### config.mk
export PLATFORM = sky130hd
export DESIGN_NAME = rf_fill_check
export DESIGN_NICKNAME = d
export VERILOG_FILES = /design/src/rtl/rf_fill_check.sv
export SDC_FILE = /design/constraint.sdc
export NUM_CORES = 1
export LEC_CHECK = 0
export CAP_MARGIN = 15
export CORE_ASPECT_RATIO = 1.75
export CORE_MARGIN = 2
export CORE_UTILIZATION = 50
export CTS_CLUSTER_SIZE = 30
export DETAILED_ROUTE_END_ITERATION = 10
export PLACE_DENSITY = 0.78
export SYNTH_ARGS = -nofsm -noshare
export SYNTH_HDL_FRONTEND = slang
export SYNTH_SLANG_ARGS = --single-unit
export TNS_END_PERCENT = 100
### constraint.sdc
create_clock -name clk -period 7.8 [get_ports clk]
set_input_delay 1.56 -clock clk [delete_from_list [all_inputs] [get_ports clk]]
set_output_delay 1.56 -clock clk [all_outputs]
set_load 0.02 [all_outputs]
### src/rtl/rf_fill_check.sv
// rf_fill_check: fills every rf register with (i*i)^pattern through the write port,
// then reads them back two per cycle and reports the mismatch count and the first failing index.
module rf_fill_check #(
   parameter int NREGS    = 32,
   parameter int ADDR_W   = 5,
   parameter int DATA_W   = 32,
   parameter int ZERO_REG = 1
) (
   input  logic              clk,
   input  logic              reset,
   input  logic              start,
   input  logic [DATA_W-1:0] pattern,
   output logic [ADDR_W-1:0] wn,
   output logic [DATA_W-1:0] wd,
   output logic              w,
   output logic [ADDR_W-1:0] rs1,
   output logic [ADDR_W-1:0] rs2,
   input  logic [DATA_W-1:0] rd1,
   input  logic [DATA_W-1:0] rd2,
   output logic              busy,
   output logic              done,
   output logic [ADDR_W:0]   err_count,
   output logic [ADDR_W-1:0] first_err_idx
);
   typedef enum logic [1:0] {IDLE, WRITE, READ, DONE} state_t;

   localparam logic [ADDR_W:0] last_w = (ADDR_W+1)'(NREGS - 1);
   localparam logic [ADDR_W:0] last_r = (ADDR_W+1)'(NREGS - 2);

   state_t            state, state_n;
   logic [ADDR_W:0]   idx, idx1, ecnt;
   logic [DATA_W-1:0] pattern_q;
   logic              m1, m2;

   function automatic logic [DATA_W-1:0] sq(input logic [ADDR_W:0] i);
      logic [DATA_W-1:0] v;
      v = DATA_W'(i);
      return v * v;
   endfunction

   // register 0 is written like the others; only its expected read-back changes
   function automatic logic [DATA_W-1:0] expv(input logic [ADDR_W:0] i, input logic [DATA_W-1:0] p);
      return (ZERO_REG != 0 && i == '0) ? '0 : sq(i) ^ p;
   endfunction

   assign idx1 = idx + (ADDR_W+1)'(1);
   assign m1   = (state == READ) && (rd1 != expv(idx, pattern_q));
   assign m2   = (state == READ) && (rd2 != expv(idx1, pattern_q));
   assign ecnt = {{ADDR_W{1'b0}}, m1} + {{ADDR_W{1'b0}}, m2};

   always_ff @(posedge clk)
      if (reset) state <= IDLE;
      else state <= state_n;

   always_comb begin
      state_n = state;
      w       = 1'b0;
      wn      = '0;
      wd      = '0;
      rs1     = '0;
      rs2     = '0;
      busy    = 1'b0;
      done    = 1'b0;
      case (state)
         IDLE:  state_n = start ? WRITE : IDLE;
         WRITE: begin
            w       = 1'b1;
            busy    = 1'b1;
            wn      = idx[ADDR_W-1:0];
            wd      = sq(idx) ^ pattern_q;
            state_n = (idx == last_w) ? READ : WRITE;
         end
         READ: begin
            busy    = 1'b1;
            rs1     = idx[ADDR_W-1:0];
            rs2     = idx1[ADDR_W-1:0];
            state_n = (idx == last_r) ? DONE : READ;
         end
         default: begin
            done    = 1'b1;
            state_n = IDLE;
         end
      endcase
   end

   always_ff @(posedge clk) begin
      if (reset) begin
         idx           <= '0;
         pattern_q     <= '0;
         err_count     <= '0;
         first_err_idx <= '0;
      end else if (state == IDLE && start) begin
         idx           <= '0;
         pattern_q     <= pattern;
         err_count     <= '0;
         first_err_idx <= '0;
      end else if (state == WRITE) begin
         idx <= (idx == last_w) ? '0 : idx1;
      end else if (state == READ) begin
         idx       <= idx + (ADDR_W+1)'(2);
         err_count <= err_count + ecnt;
         if (err_count == '0 && (m1 || m2))
            first_err_idx <= m1 ? idx[ADDR_W-1:0] : idx1[ADDR_W-1:0];
      end
   end
endmodule

==> results_dict.tcl <==
set metrics [dict create \
    cts_tree "done" \
    syn_nets 963 \
    place.gp.congestion 0.929 \
    fin_crit_ps 6830 \
    p_clk_frac 0.309 \
    clockBufferDepth 2 \
    grt_pass1_wl_mm 31.5 \
    htree_num_levels 2 \
    yosysWarnings 0 \
    max_freq_mhz 146 \
    grt_pass1_vias 6299 \
    ant_nets 0 \
    pwr-share-comb 0.308 \
    post-cts-setup-buffer-count 0 \
    fin_setup_tns_ps 0 \
    cellPowerDensity_mw_per_mm2 100 \
    syn_to_final_growth_pct 29.5 \
    synthesis.area_mm2 0.00600 \
    critPathSlowestCell "dfxtp_1" \
    fin_util 0.655 \
    routedWlPerCell_um 18.7 \
    vias 6426 \
    end_kind "register" \
    run_status "finished clean" \
    criticalPathCategory "register to register" \
    initial_core_util 0.506 \
    yosysUniqueCellTypes 78 \
    die_area_mm2 0.0129 \
    worstPathArrival_ps 7010 \
    cts_hold_buf 0 \
    hold_viol_final 0 \
    relSlewSlack 0.420 \
    core-area_mm2 0.0119 \
    synth-edff-count 0 \
    ir_drop_uv 116 \
    path_clk_slew_ps 80 \
    total_power_uw 780 \
    route.detailed.drc 0 \
    max_cap_violations 0 \
    holdCritPathClass "register to register" \
    rsz0062_at_grt "false" \
    post-route-period-util 0.876 \
    fin_skew_ps 6.88 \
    intPower_uw 514 \
    grt_max_degree 37 \
    dp_slack_ps 1040 \
    cts.sinks 51 \
    ctsRootBufferMaster "clkbuf_16" \
    drive_gt1_frac 0.0342 \
    port_buffers 159 \
    switching_share 0.342 \
    p_sw_uw 266 \
    netlist_instances 809 \
    initialDrtViolationCount 317 \
    synth_seq_cells 51 \
    p_leak_uw 0.00303 \
    critPathLaunchType "register" \
    grtUsageTotal 0.310 \
    via_per_inst 5.99 \
    cp_max_fo 17 \
    num_io_pins 160 \
    async_reset_ff_frac 0 \
    postSynthAreaPerCell_um2 7.42 \
    clkLatencyLatePin_ps 300 \
    ys.flop_type "dfxtp_1" \
    numCtsBuffers 5 \
    setup_ws_ps 966 \
    tightestPinTransition_ps 869 \
    seqPwrFrac 0.383 \
    antenna_found_initial 1 \
    setup_viol 0 \
    final_nets 1088 \
    cts.repair.resized 0 \
    cp_data_required_time_ps 7980 \
    routed_wl_mm 20.0 \
    rows 53 \
    slew_viol_final 0 \
    grt-ovfl-total 0 \
    die_h_um 149 \
    die_x_um 86.8 \
    place_hpwl_mm 15.7 \
    ys_seq_area_frac 0.170 \
    dr.pass1.iters 5 \
    critPathMaxStageDelay_ps 720 \
]
per-layer routing:
layer	wire [um]	global-route usage	vias to the layer above	part of all wire
met3	1240	0.0398	72	0.062
met5	0	0	-	0
met1	7330	0.352	2951	0.37
met4	1300	0.182	0	0.065
li1	-	-	3096	-
met2	10200	0.540	307	0.51
cell usage after synthesis (all sizes together) (4+ instances only):
master	n	area, um2
a2111oi	4	41.3
a211oi	12	95.1
a21o	7	52.6
a21oi	68	348
a31oi	14	87.6
and2	45	282
and3	5	31.3
buf	14	80.1
clkbuf	35	131
dfxtp	51	1020
fa	18	360
ha	37	463
inv	47	176
mux2i	5	50.1
nand2	104	393
nand2b	12	75.1
nand3	16	80.1
nand4	9	56.3
nor2	68	258
nor2b	7	43.8
nor3	15	75.1
nor3b	6	50.1
nor4	11	75.1
nor4b	4	35.0
nor4bb	11	110
o2111ai	5	43.8
o21a	4	30.0
o21ai	26	130
o31ai	4	30.0
o32ai	14	123
or2	4	25.0
or3	7	43.8
xnor2	43	377
xor2	26	228
state kept, by name, indices dropped and copies added (netlist names):
name and flops:
state 2, err_count 6, idx 6, pattern_q 32, first_err_idx 5
metrics by stage:
step                instance area (um2)  hold WS (ps)  instances
finish                             7770           473       1073
global route                       7770           504       1073
CTS                                7760           470       1071
detailed placement                 7610           459       1063
global placement                   7610           456       1063
floorplan                          6000           448        809
power groups by stage:
stage / Sequential, uW / Clock [uW] / Combinational, uW
floorplan: 288 / 0 / 141
global placement: 304 / 0 / 234
detailed placement: 304 / 0 / 237
CTS: 298 / 243 / 238
global route: 300 / 251 / 261
finish: 299 / 241 / 240
worst max-delay path: cells and delay by family (launching register included):
family          cells  cell delay [ps]
buf+inv             3              170
xor+xnor            3             1030
compound gates      3              630
flops               1              720
fa+ha+maj           6             2130
simple gates       10             2010
layout by cell type (no fill, tap or decap), types with 9 or more instances in the layout:
| cell type | Yosys | final |
|---|---|---|
| clkdlybuf4s50_1 | 0 | 159 |
| nand2_1 | 103 | 103 |
| nor2_1 | 67 | 67 |
| a21oi_1 | 66 | 66 |
| dfxtp_1 | 51 | 51 |
| inv_1 | 47 | 47 |
| and2_1 | 45 | 45 |
| xnor2_1 | 43 | 43 |
| ha_1 | 37 | 37 |
| xor2_1 | 26 | 26 |
| o21ai_0 | 22 | 22 |
| fa_1 | 18 | 18 |
| nand3_1 | 16 | 16 |
| nor3_1 | 15 | 15 |
| a31oi_1 | 14 | 14 |
| o32ai_1 | 14 | 14 |
| nand2b_1 | 12 | 12 |
| a211oi_1 | 11 | 11 |
| nor4bb_1 | 11 | 11 |
| nor4_1 | 10 | 10 |
| nand4_1 | 9 | 9 |
logic make-up after synthesis:
family / share of synthesized area
buffers and inverters: 0.0652
multiplexers: 0.00834
XOR/XNOR: 0.116
AO/OA/AOI/OAI: 0.212
AND/OR/NAND/NOR: 0.291
adder cells (fa/ha/maj): 0.137
flip-flops: 0.170
layout make-up:
class	instances	area [um2]
Multi-Input combinational cell	661	4590
Fill cell	1087	4100
Timing Repair Buffer	167	1660
Sequential cell	51	1020
Inverter	48	180
Tap cell	137	171
Clock buffer	5	125
Clock inverter	3	27.5
Antenna cell	1	2.50
worst paths after layout:
path | slack, ps | cells past startpoint | endpoint | startpoint
worst max register to register | 970 | 25 | err_count[5] | idx[2]
worst min register to register | 470 | 2 | pattern_q[0] | pattern_q[0]
worst min-delay path | 470 | 2 | pattern_q[0] | pattern_q[0]
worst max-delay path | 970 | 25 | err_count[5] | idx[2]
(Power assumes the default switching activity.)
